[config.mk]
export PLATFORM = sky130hd
export DESIGN_NAME = rr_demux_arbiter
export DESIGN_NICKNAME = d
export VERILOG_FILES = /design/src/rtl/rr_demux_arbiter.sv
export SDC_FILE = /design/constraint.sdc
export NUM_CORES = 1
export LEC_CHECK = 0
export ABC_AREA = 1
export ABC_CLOCK_PERIOD_IN_PS = 2400
export CAP_MARGIN = 20
export CORE_MARGIN = 1.5
export CORE_UTILIZATION = 30
export DETAILED_ROUTE_END_ITERATION = 6
export HOLD_SLACK_MARGIN = 0.15
export SETUP_SLACK_MARGIN = 0.3
export SLEW_MARGIN = 20
export SYNTH_ARGS = -nofsm -noshare
export SYNTH_HDL_FRONTEND = slang
export SYNTH_SLANG_ARGS = --single-unit
[constraint.sdc]
create_clock -name clk -period 2.4 [get_ports clk]
set_clock_uncertainty 0.2 [all_clocks]
set_input_delay 0.48 -clock clk [delete_from_list [all_inputs] [get_ports clk]]
set_output_delay 0.48 -clock clk [all_outputs]
set_load 0.02 [all_outputs]
[src/rtl/rr_demux_arbiter.sv]
// Round-robin arbiter for four requesters sharing one 2-to-4 demux.
// Drives the demux select/enable directly; one turnaround cycle separates grants.
module rr_demux_arbiter #(
  parameter int MAX_HOLD = 4,
  parameter int CNT_W    = 4
) (
  input  logic       clk,
  input  logic       reset,
  input  logic [3:0] req,
  input  logic       done,
  output logic [3:0] grant,
  output logic [1:0] sel,
  output logic       en,
  output logic       busy
);

  localparam logic [1:0] ST_IDLE  = 2'b00;
  localparam logic [1:0] ST_GRANT = 2'b01;
  localparam logic [1:0] ST_TURN  = 2'b10;

  localparam logic [CNT_W-1:0] HOLD_MAX = CNT_W'(MAX_HOLD);
  localparam logic [CNT_W-1:0] HOLD_ONE = CNT_W'(1);
  localparam logic [CNT_W-1:0] HOLD_ZERO = CNT_W'(0);

  // First set request at or after the pointer, wrapping mod 4.
  function automatic logic [1:0] rr_pick(input logic [3:0] r, input logic [1:0] p);
    logic [1:0] idx;
    logic [1:0] win;
    win = p;
    for (int i = 3; i >= 0; i--) begin
      idx = p + 2'(i);
      win = r[idx] ? idx : win;
    end
    return win;
  endfunction

  logic [1:0]       state_r, state_s;
  logic [3:0]       grant_r, grant_s;
  logic [1:0]       sel_r, sel_s;
  logic             busy_r, busy_s;
  logic             en_r;
  logic [CNT_W-1:0] hold_r, hold_s;
  logic [1:0]       ptr_r, ptr_s;
  logic [1:0]       arb_s;
  logic             any_req_s;
  logic             release_s;

  assign arb_s     = rr_pick(req, ptr_r);
  assign any_req_s = |req;
  assign release_s = done | ~req[sel_r] | (hold_r == HOLD_MAX);

  // Next-state logic; TURN arbitrates on its exit edge exactly like IDLE.
  always_comb begin
    state_s = state_r;
    grant_s = grant_r;
    sel_s   = sel_r;
    busy_s  = busy_r;
    hold_s  = hold_r;
    ptr_s   = ptr_r;
    case (state_r)
      ST_IDLE, ST_TURN: begin
        if (any_req_s) begin
          grant_s = 4'b0001 << arb_s;
          sel_s   = arb_s;
          busy_s  = 1'b1;
          hold_s  = HOLD_ONE;
          state_s = ST_GRANT;
        end else begin
          grant_s = 4'b0000;
          busy_s  = 1'b0;
          hold_s  = HOLD_ZERO;
          state_s = ST_IDLE;
        end
      end
      ST_GRANT: begin
        if (release_s) begin
          ptr_s   = sel_r + 2'd1;
          grant_s = 4'b0000;
          busy_s  = 1'b1;
          hold_s  = HOLD_ZERO;
          state_s = ST_TURN;
        end else begin
          hold_s  = hold_r + HOLD_ONE;
        end
      end
      default: begin
        grant_s = 4'b0000;
        busy_s  = 1'b0;
        hold_s  = HOLD_ZERO;
        state_s = ST_IDLE;
      end
    endcase
  end

  // State and registered outputs; reset clears everything asynchronously.
  always_ff @(posedge clk or posedge reset) begin
    if (reset) begin
      state_r <= ST_IDLE;
      grant_r <= 4'b0000;
      sel_r   <= 2'b00;
      en_r    <= 1'b0;
      busy_r  <= 1'b0;
      hold_r  <= HOLD_ZERO;
      ptr_r   <= 2'b00;
    end else begin
      state_r <= state_s;
      grant_r <= grant_s;
      sel_r   <= sel_s;
      en_r    <= |grant_s;
      busy_r  <= busy_s;
      hold_r  <= hold_s;
      ptr_r   <= ptr_s;
    end
  end

  assign grant = grant_r;
  assign sel   = sel_r;
  assign en    = en_r;
  assign busy  = busy_r;

endmodule

==> flow_metrics.env <==
export IMPL_outcome="finished, final reports clean"
export IMPL_timing_final_crit_share_pct=82.87
export IMPL_grt_pass1_vias=828
export IMPL_first_pass_iters=4
export IMPL_slew_limit_headroom_pct=59.84
export IMPL_die_h_microns=60.07
export IMPL_cap_viol_max_count=0
export IMPL_synth_edff_count=0
export IMPL_gp_congestion=0.8247
export IMPL_drv_slew=0
export IMPL_async_flop_share_pct=100.0
export IMPL_critPathMaxStageDelay_ns=0.62
export IMPL_routedWlPerCell_microns=9.979
export IMPL_cts_root_buf="clkbuf_4"
export IMPL_final_area_sq_um=1204
export IMPL_cts_tree="built"
export IMPL_critPathTopFamily="buffers and inverters"
export IMPL_path_clk_slew_ns=0.09
export IMPL_synthesis_area_sq_um=977.2
export IMPL_synth_fp_nets=138
export IMPL_dpl_hpwl_microns=1470
export IMPL_port_buffers=14
export IMPL_end_kind="primary output"
export IMPL_cpMaxStageDelayCell="clkdlybuf4s50_1"
export IMPL_synthFlopType="dfrtp_1"
export IMPL_syn_mean_instance_area_sq_um=7.575
export IMPL_overflow=0
export IMPL_setup_tns_ns=0
export IMPL_clk_path_buf_depth=2
export IMPL_fin_util_pct=39.11
export IMPL_insertedDiodeCount=0
export IMPL_core_sq_um=3078
export IMPL_num_vias=809
export IMPL_grt_max_degree=17
export IMPL_hold_path_class="reg -> reg"
export IMPL_dpl_instance_area_sq_um=1169
export IMPL_ctsHtreeMaxLevel=1
export IMPL_peakVddDrop_mv=0.6648
export IMPL_final_nets=157
export IMPL_rsz0062_at_grt="no"
export IMPL_clk_latency_ns=0.28
export IMPL_cts_setup_buffers=0
export IMPL_max_freq_mhz=502.8
export IMPL_critPathKind="reg -> out"
export IMPL_postRouteAntennaNets=0
export IMPL_crit_fanout=4
export IMPL_drc=0
export IMPL_grt_usage_pct=11.98
export IMPL_synth_seq_area_share_pct=40.97
export IMPL_drt_initial_drc_count=46
export IMPL_yosysUniqueCellTypes=25
export IMPL_drive_above_1_share_pct=19.18
export IMPL_setup_viol=0
export IMPL_yosysWarnings=0
export IMPL_path_cells="clkdlybuf4s50_1"
export IMPL_cts_sinks=16
export IMPL_fin_crit_ns=1.989
export IMPL_grt_pass1_wl_microns=3325
export IMPL_area_growth_pct=23.17
export IMPL_worstSetupStartpointType="register"
export IMPL_vias_per_cell=4.258
export IMPL_cp_required_ns=1.72
export IMPL_die_w_microns=60.07
export IMPL_p_per_area_nw_per_um2=1308
export IMPL_hold_viol_final=0
export IMPL_drt_wl_total_microns=1896
export IMPL_crit_arrival_ns=1.31
export IMPL_start_util_pct=31.75
export IMPL_crit_buf_inv=1
export IMPL_cts_buffers=3
export IMPL_ios=15
export IMPL_grt_antenna_before_repair=0
export IMPL_die_area_sq_um=3608
export IMPL_synth_cells=129
export IMPL_worst_pin_slew_ns=0.6017
export IMPL_p_leak_nw=0.6466
export IMPL_rows=20
export IMPL_ys_ff_latch=16
stage by stage:
step | setup slack [ns] | hold slack [ns] | power [W] | cells
after floorplan | 0.7661 | 0.1937 | 0.001198 | 129
after global placement | 0.1570 | 0.2932 | 0.001424 | 187
after detailed placement | 0.1276 | 0.2915 | 0.001445 | 187
after CTS | 0.4022 | 0.3118 | 0.001585 | 190
after global routing | 0.3092 | 0.3505 | 0.001741 | 190
final | 0.4110 | 0.3089 | 0.001574 | 190
synthesized netlist by cell type, types with 2 or more instances:
cell | count | area share [%]
a21oi_1 | 2 | 1.0
dfrtp_1 | 16 | 41
ha_1 | 2 | 2.6
inv_1 | 16 | 6.1
inv_2 | 3 | 1.2
nand2_1 | 44 | 17
nand2_2 | 10 | 6.4
nand3_1 | 5 | 2.6
nand3_2 | 3 | 3.1
nand4_1 | 2 | 1.3
nor2_1 | 7 | 2.7
o21ai_0 | 5 | 2.6
xnor2_1 | 2 | 1.8
layer usage:
layer / part of all wire [%] / wire [microns] / vias up / track usage, %
li1: - / - / 441 / -
met1: 51 / 975 / 347 / 16.67
met2: 44 / 825 / 19 / 18.94
met3: 4.2 / 79 / 2 / 1.732
met4: 0.79 / 15 / 0 / 4.127
met5: 0 / 0 / - / 0
logic make-up after synthesis:
family,count (synthesis),synth area share [%]
simple gates,76,37.39
fa+ha+maj,2,2.560
xor+xnor,3,2.689
compound gates,11,6.786
buf+inv,21,9.603
flops,16,40.97
where the power goes:
group	switching [W]	internal (W)	leakage (nW)
registers	0.000118	0.000377	0.202
logic	0.000573	0.000367	0.431
clock network	0.0000796	0.0000582	0.0138
cell usage in the layout (no fill, tap or decap), types with 3 or more instances in the layout:
| cell type | instances |
|---|---|
| nand2_2 | 10 |
| nand3_2 | 4 |
| o21ai_0 | 5 |
| clkbuf_4 | 3 |
| nand2_1 | 44 |
| dlymetal6s2s_1 | 3 |
| inv_2 | 4 |
| nand3_1 | 4 |
| clkdlybuf4s50_1 | 10 |
| dfrtp_1 | 15 |
| inv_1 | 15 |
| nor2_1 | 7 |
sequential cells by signal (all words and copies together) (netlist names):
signal and cells:
sel 2, en 1, state_r 2, hold_r 4, ptr_r 2, busy 1
grant 4
cell type report:
type                    count  area [sq um]
fillers                   343          1874
repair buffers             15         153.9
well taps                  44         55.05
flip-flops and latches     16         401.6
multi-input cells          92         488.0
inverters                  20         82.58
clock buffers               3         22.52
worst paths after layout:
| path | to | start | cells past startpoint | slack (ns) |
|---|---|---|---|---|
| worst min register to register | busy$_DFFE_PP0P_ | busy$_DFFE_PP0P_ | 1 | 0.31 |
| max in group asynchronous | ptr_r[0]$_DFFE_PP0P_ | reset | 2 | 1.22 |
| worst max-delay path | sel[1] | sel[1]$_DFFE_PP0P_ | 1 | 0.41 |
| min in group asynchronous | grant[3]$_DFF_PP0_ | reset | 2 | 0.36 |
| worst max register to register | en$_DFF_PP0_ | ptr_r[0]$_DFFE_PP0P_ | 14 | 0.57 |
| worst min-delay path | busy$_DFFE_PP0P_ | busy$_DFFE_PP0P_ | 1 | 0.31 |
what timing repair did:
action,4_1_cts,5_1_grt
gates resized for setup,1,6
hold buffers,0,0
endpoints found under the setup margin,1,1
Note: power is estimated with default switching activity, not from simulation.
